## src/rtl/frame_pkg.sv

```systemverilog
// Shared types and constants for the frame header parser.
package frame_pkg;

  localparam int HDR_BYTES = 4;
  localparam int HDR_IDX_W = $clog2(HDR_BYTES);

  typedef logic [15:0] dim_t;

  typedef enum logic [0:0] {
    ST_HDR = 1'b0,
    ST_PIX = 1'b1
  } state_t;

endpackage

```

## src/rtl/frame_header_parser.sv

```systemverilog
// Parses a 4-byte little-endian width/height header from a byte stream and
// forwards the following pixel bytes with row/frame boundary markers.
module frame_header_parser
  import frame_pkg::*;
#(
  parameter int unsigned MAX_WIDTH      = 1024,
  parameter int unsigned MAX_HEIGHT     = 1024,
  parameter int unsigned TIMEOUT_CYCLES = 65536
) (
  input  logic       clk,
  input  logic       rst,
  input  logic [7:0] data_in,
  input  logic       valid_in,
  output logic [7:0] pix_data,
  output logic       pix_valid,
  input  logic       pix_ready,
  output logic       row_last,
  output logic       frame_last,
  output dim_t       img_width,
  output dim_t       img_height,
  output logic       hdr_valid,
  output logic       err_hdr,
  output logic       err_timeout,
  output logic       err_overrun,
  output logic       busy
);

  localparam int IDLE_W = $clog2(TIMEOUT_CYCLES + 1);

  state_t                 state_reg;
  logic [HDR_IDX_W-1:0]   hdr_idx_reg;
  logic [7:0]             hdr_b0_reg;
  logic [7:0]             hdr_b1_reg;
  logic [7:0]             hdr_b2_reg;
  dim_t                   col_reg;
  dim_t                   row_reg;
  logic [IDLE_W-1:0]      idle_reg;

  dim_t width_cand;
  dim_t height_cand;
  logic hdr_last;
  logic hdr_bad;
  logic col_last;
  logic row_end;
  logic idle_active;
  logic timeout_hit;
  logic out_stalled;

  // The last header byte is still on data_in, so height is assembled from it directly.
  assign width_cand  = {hdr_b1_reg, hdr_b0_reg};
  assign height_cand = {data_in, hdr_b2_reg};
  assign hdr_last    = (hdr_idx_reg == HDR_IDX_W'(HDR_BYTES - 1));
  assign hdr_bad     = (width_cand == '0) || (height_cand == '0) ||
                       (32'(width_cand) > MAX_WIDTH) || (32'(height_cand) > MAX_HEIGHT);

  assign col_last    = (col_reg == img_width - dim_t'(1));
  assign row_end     = (row_reg == img_height - dim_t'(1));

  assign idle_active = (state_reg == ST_PIX) || (hdr_idx_reg != '0);
  assign timeout_hit = idle_active && !valid_in &&
                       (idle_reg == IDLE_W'(TIMEOUT_CYCLES - 1));
  assign out_stalled = pix_valid && !pix_ready;

  assign busy = (state_reg != ST_HDR) || (hdr_idx_reg != '0);

  always_ff @(posedge clk or posedge rst) begin
    if (rst) begin
      idle_reg <= '0;
    end else if (valid_in || !idle_active || timeout_hit) begin
      idle_reg <= '0;
    end else begin
      idle_reg <= idle_reg + IDLE_W'(1);
    end
  end

  always_ff @(posedge clk or posedge rst) begin
    if (rst) begin
      state_reg   <= ST_HDR;
      hdr_idx_reg <= '0;
      hdr_b0_reg  <= '0;
      hdr_b1_reg  <= '0;
      hdr_b2_reg  <= '0;
      col_reg     <= '0;
      row_reg     <= '0;
      img_width   <= '0;
      img_height  <= '0;
      hdr_valid   <= 1'b0;
      err_hdr     <= 1'b0;
      err_timeout <= 1'b0;
      err_overrun <= 1'b0;
      pix_data    <= '0;
      pix_valid   <= 1'b0;
      row_last    <= 1'b0;
      frame_last  <= 1'b0;
    end else begin
      hdr_valid   <= 1'b0;
      err_hdr     <= 1'b0;
      err_timeout <= 1'b0;

      // Completed handshake; a byte loading on this same edge overrides below.
      if (pix_valid && pix_ready) begin
        pix_valid  <= 1'b0;
        row_last   <= 1'b0;
        frame_last <= 1'b0;
      end

      if (timeout_hit) begin
        err_timeout <= 1'b1;
        state_reg   <= ST_HDR;
        hdr_idx_reg <= '0;
      end else if (valid_in) begin
        unique case (state_reg)
          ST_HDR: begin
            unique case (hdr_idx_reg)
              HDR_IDX_W'(0): hdr_b0_reg <= data_in;
              HDR_IDX_W'(1): hdr_b1_reg <= data_in;
              HDR_IDX_W'(2): hdr_b2_reg <= data_in;
              default: begin
                if (hdr_bad) begin
                  err_hdr <= 1'b1;
                end else begin
                  img_width  <= width_cand;
                  img_height <= height_cand;
                  hdr_valid  <= 1'b1;
                  col_reg    <= '0;
                  row_reg    <= '0;
                  state_reg  <= ST_PIX;
                end
              end
            endcase
            hdr_idx_reg <= hdr_last ? '0 : hdr_idx_reg + HDR_IDX_W'(1);
          end

          ST_PIX: begin
            // A stalled output slot cannot absorb the byte; it is lost but the raster position still moves.
            if (out_stalled) begin
              err_overrun <= 1'b1;
            end else begin
              pix_data   <= data_in;
              pix_valid  <= 1'b1;
              row_last   <= col_last;
              frame_last <= col_last && row_end;
            end

            if (col_last) begin
              col_reg <= '0;
              if (row_end) begin
                row_reg     <= '0;
                state_reg   <= ST_HDR;
                hdr_idx_reg <= '0;
              end else begin
                row_reg <= row_reg + dim_t'(1);
              end
            end else begin
              col_reg <= col_reg + dim_t'(1);
            end
          end

          default: begin
            state_reg   <= ST_HDR;
            hdr_idx_reg <= '0;
          end
        endcase
      end
    end
  end

endmodule

```

## config.mk

```make
export PLATFORM = sky130hd
export DESIGN_NAME = frame_header_parser
export DESIGN_NICKNAME = d
export VERILOG_FILES = /design/src/rtl/frame_pkg.sv /design/src/rtl/frame_header_parser.sv
export SDC_FILE = /design/constraint.sdc
export NUM_CORES = 1
export LEC_CHECK = 0
export ABC_AREA = 0
export BUFFER_PORTS_ARGS = -buffer_cell sky130_fd_sc_hd__buf_2
export CORE_MARGIN = 8
export CORE_UTILIZATION = 30
export DETAILED_ROUTE_END_ITERATION = 7
export GPL_ROUTABILITY_DRIVEN = 0
export GPL_TIMING_DRIVEN = 1
export PLACE_DENSITY = 0.44
export RECOVER_POWER = 100
export SLEW_MARGIN = 0
export SYNTH_ARGS = -nofsm -noshare
export SYNTH_HDL_FRONTEND = slang
export SYNTH_SLANG_ARGS = --single-unit
```

## constraint.sdc

```tcl
create_clock -name clk -period 4.9 [get_ports clk]
set_input_delay 0.49 -clock clk [delete_from_list [all_inputs] [get_ports clk]]
set_output_delay 0.49 -clock clk [all_outputs]
set_load 0.1 [all_outputs]
```

---- After elaboration in Yosys (flattened, before gate mapping) ----
Index checks and enable logic that the tools add are counted.
operators by class
  add/subtract/negate cells ............... 6
  order comparisons ....................... 2
  equal/unequal tests ..................... 11
  muxes and demuxes ....................... 45
  bitwise gates (word level) .............. 5
  reductions and logical operators ........ 29
operators with widths
  kind                                                                     number
  16-bit two-way mux                                                       5
  16-bit case mux with 2 select lines                                      2
  16-bit by 1-bit adder with 16-bit output, second input constant          2
  16-bit == test                                                           2
  16-bit by 11-bit > comparator with 1-bit output, second input constant   2
  16-bit logical NOT                                                       2
  16-bit by 1-bit subtractor with 16-bit output, second input constant     2
  1-bit two-way mux                                                        30
  4-bit AND reduction                                                      6
  17-bit by 1-bit adder with 17-bit output, second input constant          1
  17-bit by 16-bit == test with 1-bit output, second input constant        1
  17-bit two-way mux                                                       1
  2-bit two-way mux                                                        5
  5-bit AND reduction                                                      2
  1-bit logical OR                                                         6
  3-bit by 1-bit inequality test with 1-bit output, second input constant  2
  1-bit logical AND                                                        5
  1-bit NOT                                                                5
  2-bit == test, second input constant                                     2
  2-bit inequality test, second input constant                             2
  2-bit case mux with 2 select lines                                       1
  2-bit nonzero test                                                       2
  1-bit logical NOT                                                        3
  3-bit AND reduction                                                      1
  other kinds (6)                                                          6
word-level totals
  register bits after elaboration ......... 123
  input port bits ......................... 12
  output and inout port bits .............. 48
  word-level logic and storage cells ...... 116

---- Logic depth before layout (Yosys ltp) ----
Gate-level depths: netlist of the first run.
  word-level depth ........................ 9
  mapped depth ............................ 13
  depth with buffers taken out ............ 10

---- Worst setup path after synthesis of the first run ----
Ideal clock, no wire load.
  path type ............................... register -> register
  start ................................... reg img_height[0]
  end ..................................... reg row_reg[15]
  library setup time ...................... 124 ps
  arrival time ............................ 3465 ps
  required time ........................... 4776 ps
  setup slack ............................. 1312 ps
  cell stages (with the launch flop) ...... 14
  path buffers ............................ 3
  clock period less this slack ............ 3588 ps
  path through ............................ dfrtp_1 > clkbuf_1 > inv_1 > ha_1 > clkbuf_1 > o21ba_2 > a221oi_1 > a41oi_1 > a311o_1 > a2111oi_4 > a21oi_2 > buf_6 > a22o_1 > o21bai_1
between the ends
  cells in the longest elaborated chain, start to end .. 5
ends and longest elaborated chain
  item                                           line                        RTL
  start: declaration                             frame_header_parser.sv:20   output dim_t img_height,
  start signal: assignment                       frame_header_parser.sv:123  img_height <= height_cand;
  16-bit by 1-bit subtractor with 16-bit output  frame_header_parser.sv:57   assign row_end = (row_reg == img_height - dim_t'(1));
  16-bit == test                                 frame_header_parser.sv:57
  16-bit two-way mux                             frame_header_parser.sv:147  if (row_end) begin
  16-bit two-way mux                             frame_header_parser.sv:145  if (col_last) begin
  16-bit case mux with 2 select lines            frame_header_parser.sv:112  unique case (state_reg)
  end signal: assignment                         frame_header_parser.sv:152  row_reg <= row_reg + dim_t'(1);
  end: declaration                               frame_header_parser.sv:36   dim_t row_reg;
No other way between the ends. The select of a mux whose other input is x is not followed.
A chain may end at the register's enable or synchronous reset.

---- Worst setup path after layout of the first run ----
  start ................................... reg img_width[2]
  end ..................................... reg row_reg[5]
between the ends
  cells in the longest elaborated chain, start to end .. 4
ends and longest elaborated chain
  item                                                        line                        RTL
  start: declaration                                          frame_header_parser.sv:19   output dim_t img_width,
  start signal: assignment                                    frame_header_parser.sv:122  img_width <= width_cand;
  16-bit by 1-bit subtractor with 16-bit output               frame_header_parser.sv:56   assign col_last = (col_reg == img_width - dim_t'(1));
  16-bit == test                                              frame_header_parser.sv:56
  2-bit by 1-bit inequality test with 1-bit output (no line)  --
  5-bit AND reduction (no line)                               --
No other way between the ends.

==> results of run 1 <==
## stage by stage
step	area, um2	hold WS [ns]	worst slack, ns
after CTS	7757	0.2879	1.225
after floorplan	6599	0.4329	1.139
after global placement	7162	0.4503	1.393
after detailed placement	7162	0.4608	1.251
final	7679	0.3566	1.094
after global routing	7679	0.3444	0.5839
## cell families (layout without fill, tap and decap cells)
group	Yosys count	in the layout	synth area share
flops	123	123	0.4664
mux	34	34	0.05764
simple gates	306	306	0.2313
fa+ha+maj	10	10	0.01896
compound gates	100	100	0.1121
xor+xnor	63	63	0.08362
buf+inv	50	116	0.02996
## per-layer routing
layer	share of wire	vias to the layer above
met5	0	-
li1	-	2495
met4	0.017	0
met2	0.49	115
met3	0.044	26
met1	0.45	2607
## power groups by stage
stage / clock (uW) / combinational, uW / sequential (uW)
after global placement: 0 / 833 / 1360
after CTS: 1330 / 852 / 1360
after global routing: 1370 / 890 / 1380
after floorplan: 0 / 405 / 1630
final: 1280 / 827 / 1360
after detailed placement: 0 / 849 / 1380
## area by class of cell
type                    instances  area [um2]  area share
well taps                     280       350.3     0.04562
flip-flops and latches        123        3078      0.4008
clock inverters                14       156.4     0.02037
clock buffers                  18       439.2     0.05719
multi-input cells             513        3321      0.4325
inverters                      22       83.83     0.01092
repair buffers                 62       250.2     0.03259
## synth_stat cells (8+ instances only)
cell / count
clkbuf_1: 22
nand2_1: 102
dfrtp_1: 123
inv_1: 22
o21ai_0: 19
a21oi_1: 8
nor4_1: 14
o21bai_1: 8
or3_1: 11
nand3_1: 21
nor3_1: 23
ha_1: 10
xor2_1: 29
a22oi_1: 9
nand4_1: 11
and3_1: 8
nor2b_1: 10
xnor2_1: 34
nor2_1: 52
and2_1: 27
mux2_2: 32
## worst register-to-register path: stages, from the launching register on
cell	delay (ns)
dfrtp_1	0.43
nor4_1	0.88
nand3b_1	0.33
a211oi_1	0.61
inv_1	0.12
a41oi_1	0.22
buf_4	0.35
nand2b_1	0.54
o21ai_0	0.18
## final timing paths
path	start	to	cells past startpoint
setup / recovery	img_width[2]	row_reg[5]	8
hold / removal	pix_ready	frame_last	3
setup reg to reg	img_width[2]	row_reg[5]	8
hold reg to reg	idle_reg[0]	idle_reg[0]	1
max in group asynchronous	rst	img_width[9]	3
min in group asynchronous	rst	hdr_b1_reg[5]	2
==> results.tsv, run 1 <==
metric	value	unit
cells along the critical path	nor4_1, nand3b_1, a211oi_1, inv_1, a41oi_1, buf_4, nand2b_1, o21ai_0	
number of flops mapped to enable cells by yosys	0	
Max VDD drop	0.4587	mV
worst path bufs/invs	2	
Area Growth Syn to Fin	16.36	%
Ports	60	
die height	164.3	um
Netlist Area Pre-Place	6599	um2
initial antenna violation count	0	
port bufs	59	
final setup fails	0	
Hold-fix buffers, CTS	0	
Crit Path Max Fanout	30	
most frequent cells in the layout	dfrtp_1, nand2_1, nor2_1	
Sum Neg Setup Slack	0	ns
Async S/R FF share, synth	1.000	
fin. max-slew vios	102	
Synth cell types	61	
Post-route DRC	0	
post-synthesis cell count	686	
family with the most delay on the worst path	simple AND/OR/NAND/NOR gates	
Filler cells	2250	
Internal Power	2207	uW
non-filler instance count after layout	1032	
CP peak stage delay	0.88	ns
Vias/cell	5.080	
clk root buf	clkbuf_16	
CTS tree	done	
DP HPWL	13060	um
Power Density	452.0	nW/um2
Synth Net Count	708	
Clk Latency, worst-skew pair	0.42	ns
Vias	5243	
FF-to-FF setup slack	1.09	ns
Core ar.	21690	um2
sequential share of power	0.392	
share of cells above drive strength 1	0.1144	
placed cells	1000	
final period utilization	0.7768	
CTS buffer count	17	
area leader, netlist	dfrtp_1	
drt pass-1 iters	4	
Worst Setup Path Type	reg -> reg	
post-layout min period	3.806	ns
antenna viol nets, final	0	
Critical-path top delay cell	nor4_1	
commonest non-fill, non-tap cell in the layout	dfrtp_1	
FP Rows	54	
Routed WL	18170	um
M3 GR Usage	0.03383	
Worst Hold Class	in -> reg	
clk buf depth	2	
NumNets Final	761	
first-pass GRT wire length	29870	um
Synth Register Bits	123	
Worst Path Required	5.18	ns
# Max-Cap Violations	2	
vias in the first global route	5499	
post-cts resize count	0	
clock slew at reported path FFs	0.06	ns
detailed router's first-iteration violation count	256	
RSZ-0062 raised after global routing	false	
# Post-CTS Setup Buffers	0	
gr usage total	0.1414	
Top Usage Layer GRT	met2	
top cell type's share of synthesized area	0.4664	
Worst Setup Start Kind	flop	
wire per inst	17.61	um
met2 Track Usage GR	0.2316	
Static Leak	0.003255	uW
Worst setup EP type	flop	
H-tree depth	4	
Worst Path Arrival	4.08	ns
CTS Sinks	123	
Sw Share	0.3641	
Net Sw Power	1264	uW
post-synthesis sequential area ratio	0.4664	
failing checks	capacitance limit, slew limit	
Worst Max-Slew Pin Slew	3.149	ns
clock share of power	0.370	
Global Route met1 Usage	0.1773	
Max transition margin	-1.111	
Util after Layout	0.3540	
die area	27000	um2
logic gate share of total power	0.238	
Die W	164.3	um
Post-Syn Area per Cell	9.619	um2
diodes inserted	0	
status	finished, violations left	
largest net degree at the start of global routing	71	
clk_skew	0.009244	ns
largest cells by area after synthesis	dfrtp_1, nand2_1, mux2_2	
max reg flops	17	
Synth warnings	0	
Tot Pwr	3471	uW
initial core utilization	0.3043	
final hold violations	0	
ys flop type	dfrtp_1	
grt ovf	0	
fmax	262.7	MHz
Power figures use the tool's default switching activity.
==> run 2: changes to the inputs <==
--- a/config.mk
+++ b/config.mk
@@ -5,7 +5,7 @@
 export SDC_FILE = /design/constraint.sdc
 export NUM_CORES = 1
 export LEC_CHECK = 0
-export ABC_AREA = 0
+export ABC_AREA = 1
 export BUFFER_PORTS_ARGS = -buffer_cell sky130_fd_sc_hd__buf_2
 export CORE_MARGIN = 8
 export CORE_UTILIZATION = 30
==> constraint.sdc (replaced) <==
create_clock -name clk -period 3.6 [get_ports clk]
set_input_delay 0.36 -clock clk [delete_from_list [all_inputs] [get_ports clk]]
set_output_delay 0.36 -clock clk [all_outputs]
set_load 0.1 [all_outputs]
==> run 2 against run 1 <==
Compared with the run above:
- the flow still finishes with violations (capacitance limit, slew limit)
- sequential cell count did not move
- final cell count is 44% higher
- final area up 13%
- synthesized cell count up 58%
- wire length rose by 20%
- largest power group is now the clock network
==> results.tsv, run 2 <==
metric	value	unit	change
initial antenna violation count	0		unchanged
final hold violations	0		unchanged
largest net degree at the start of global routing	70		was 71
vias in the first global route	6578		was 5499
first-pass GRT wire length	35860	um	was 29870 um
top cell type's share of synthesized area	0.4076		was 0.4664
FP Rows	58		was 54
Post-route DRC	0		unchanged
status	finished, violations left		unchanged
Worst Setup Path Type	reg -> reg		unchanged
post-route cell area	8705	um2	was 7679 um2
met3 routed WL	817	um	was 791 um
gr usage total	0.1462		was 0.1414
Vias	6799		was 5243
DP HPWL	16670	um	was 13060 um
max layer used	met4		unchanged
Register Area	3078	um2	unchanged
metal2 WL	9749	um	was 8833 um
number of flops mapped to enable cells by yosys	0		unchanged
Vias/cell	4.566		was 5.080
Ports	60		unchanged
simple-gate share of the synthesized area	0.3509		was 0.2313
Synth cell types	36		was 61
Die W	174.7	um	was 164.3 um
post-synthesis adder-cell area fraction	0.01657		was 0.01896
drt pass-1 iters	5		was 4
Routed WL	21890	um	was 18170 um
pre-CTS setup slack	0.5857	ns	was 1.251 ns
# Max-Cap Violations	1		was 2
clock slew at reported path FFs	0.06	ns	about the same
post-cts resize count	0		unchanged
Worst Hold Class	in -> reg		unchanged
Netlist Area Pre-Place	7552	um2	was 6599 um2
Max VDD drop	0.2618	mV	was 0.4587 mV
Synth Register Bits	123		unchanged
worst setup margin	0.5270	ns	was 1.094 ns
final period utilization	0.8536		was 0.7768
antenna viol nets, final	0		unchanged
Worst setup EP type	flop		unchanged
fin. max-slew vios	70		was 102
detailed router's first-iteration violation count	457		was 256
CTS buffer count	17		unchanged
Crit Path Max Fanout	27		was 30
clk root buf	clkbuf_16		unchanged
clk_skew	0.01558	ns	was 0.009244 ns
NumNets Final	1168		was 761
Worst Path Arrival	3.35	ns	was 4.08 ns
Post-Synth XOR/XNOR Area	0.05567		was 0.08362
most frequent cells in the layout	nand2_1, inv_1, nor2_1		was dfrtp_1, nand2_1, nor2_1
failing checks	capacitance limit, slew limit		unchanged
initial core utilization	0.3025		was 0.3043
Max transition margin	-0.1870		was -1.111
fmax	325.4	MHz	was 262.7 MHz
post-layout min period	3.073	ns	was 3.806 ns
Worst Setup Start Kind	flop		unchanged
main combinational cell family by area after synthesis	simple AND/OR/NAND/NOR gates		unchanged
Post-Syn Area per Cell	6.980	um2	was 9.619 um2
grt ovf	0		unchanged
commonest cells in the netlist	nand2_1, inv_1, nor2_1		was dfrtp_1, nand2_1, nor2_1
Worst Max-Slew Pin Slew	1.781	ns	was 3.149 ns
met1 WL	11120	um	was 8230 um
share of cells above drive strength 1	0.05953		was 0.1144
Power Density	484.2	nW/um2	was 452.0 nW/um2
dpl cell area	8227	um2	was 7162 um2
post-synthesis sequential area ratio	0.4076		was 0.4664
final setup fails	0		unchanged
Static Leak	0.004000	uW	was 0.003255 uW
Async S/R FF share, synth	1.000		unchanged
Clk Latency, worst-skew pair	0.42	ns	about the same
Core ar.	24960	um2	was 21690 um2
port bufs	59		unchanged
final hold slack	0.1954	ns	was 0.3566 ns
Hold-fix buffers, CTS	0		unchanged
die height	174.7	um	was 164.3 um
post-synthesis mux area share	0		was 0.05764
H-tree depth	4		unchanged
Synth warnings	0		unchanged
ys flop type	dfrtp_1		unchanged
post-synthesis compound-gate area fraction	0.07969		was 0.1121
area occupied by multi-input gates	3766	um2	was 3321 um2
Worst Path Required	3.88	ns	was 5.18 ns
CTS Sinks	123		unchanged
largest cells by area after synthesis	dfrtp_1, nand2_1, inv_1		was dfrtp_1, nand2_1, mux2_2
Filler cells	2784		was 2250
area leader, netlist	dfrtp_1		unchanged
top-count cell post-synth	nand2_1		was dfrtp_1
diodes inserted	0		unchanged
Sum Neg Setup Slack	0	ns	unchanged
wire per inst	14.70	um	was 17.61 um
max reg flops	17		unchanged
RSZ-0062 raised after global routing	false		unchanged
clk buf depth	2		unchanged
die area	30510	um2	was 27000 um2
Area Growth Syn to Fin	15.26	%	was 16.36%
Synth Net Count	1104		was 708
post-synthesis cell count	1082		was 686
commonest non-fill, non-tap cell in the layout	nand2_1		was dfrtp_1
# Post-CTS Setup Buffers	0		unchanged
CTS tree	done		unchanged
run 2: changes by cell type in the layout (fill, tap and decap cells not counted), moves of 32 or more:
| cell | delta |
|---|---|
| nand3_1 | +61 |
| nor2_1 | +92 |
| mux2_2 | -32 |
| inv_1 | +127 |
| nand2_1 | +193 |
| o21ai_0 | +73 |
run 2: final timing paths:
kind                       cells after the start  slack (ns)        start             to
min in group asynchronous                      2        0.25          rst    pix_data[7]
min                                            3        0.20   data_in[1]  img_height[9]
max                                            8        0.53    state_reg     row_reg[4]
max in group asynchronous                      3        1.00          rst    col_reg[14]
min reg2reg                                    1        0.46  idle_reg[0]    idle_reg[0]
max reg2reg                                    8        0.53    state_reg     row_reg[4]
run 2: kinds of logic after synthesis:
logic type | after synthesis
adder cells (fa/ha/maj) | 10
XOR/XNOR | 48
AND/OR/NAND/NOR | 611
AO/OA/AOI/OAI | 116
flip-flops | 123
buffers and inverters | 174
run 2: critical path, stage by stage, from the launching register on:
cell and delay (ns):
dfrtp_1 0.34, clkbuf_1 0.84, nor2_1 0.11, inv_1 0.12
nand3_2 0.20, inv_1 0.61, o21ai_1 0.49, nand2_1 0.14
o21ai_0 0.08
run 2: per-layer routing:
layer	track usage	vias up
met5	0	-
met4	0.03568	0
met3	0.03367	16
met2	0.2280	108
met1	0.2011	3119
li1	-	3556
run 2: layout make-up:
cell class / count / share of cell area
clock buffer: 17 / 0.04887
clock inverter: 15 / 0.02012
inverter: 153 / 0.06612
multi-input combinational: 785 / 0.4327
sequential: 123 / 0.3536
tap: 330 / 0.04743
timing repair buffer: 66 / 0.03119
run 2: per-stage QoR:
stage | util | power (uW) | cells
finish | 0.3487 | 4215 | 1489
global route | 0.3487 | 4469 | 1489
CTS | 0.3536 | 4301 | 1489
detailed placement | 0.3295 | 2507 | 1457
global placement | 0.3295 | 2507 | 1457
floorplan | - | 2284 | 1082
run 2: power breakdown:
part           internal, uW  leakage (uW)  switching (uW)
sequential             1550       0.00141             166
combinational           206       0.00231             531
clock                  1040      0.000286             716
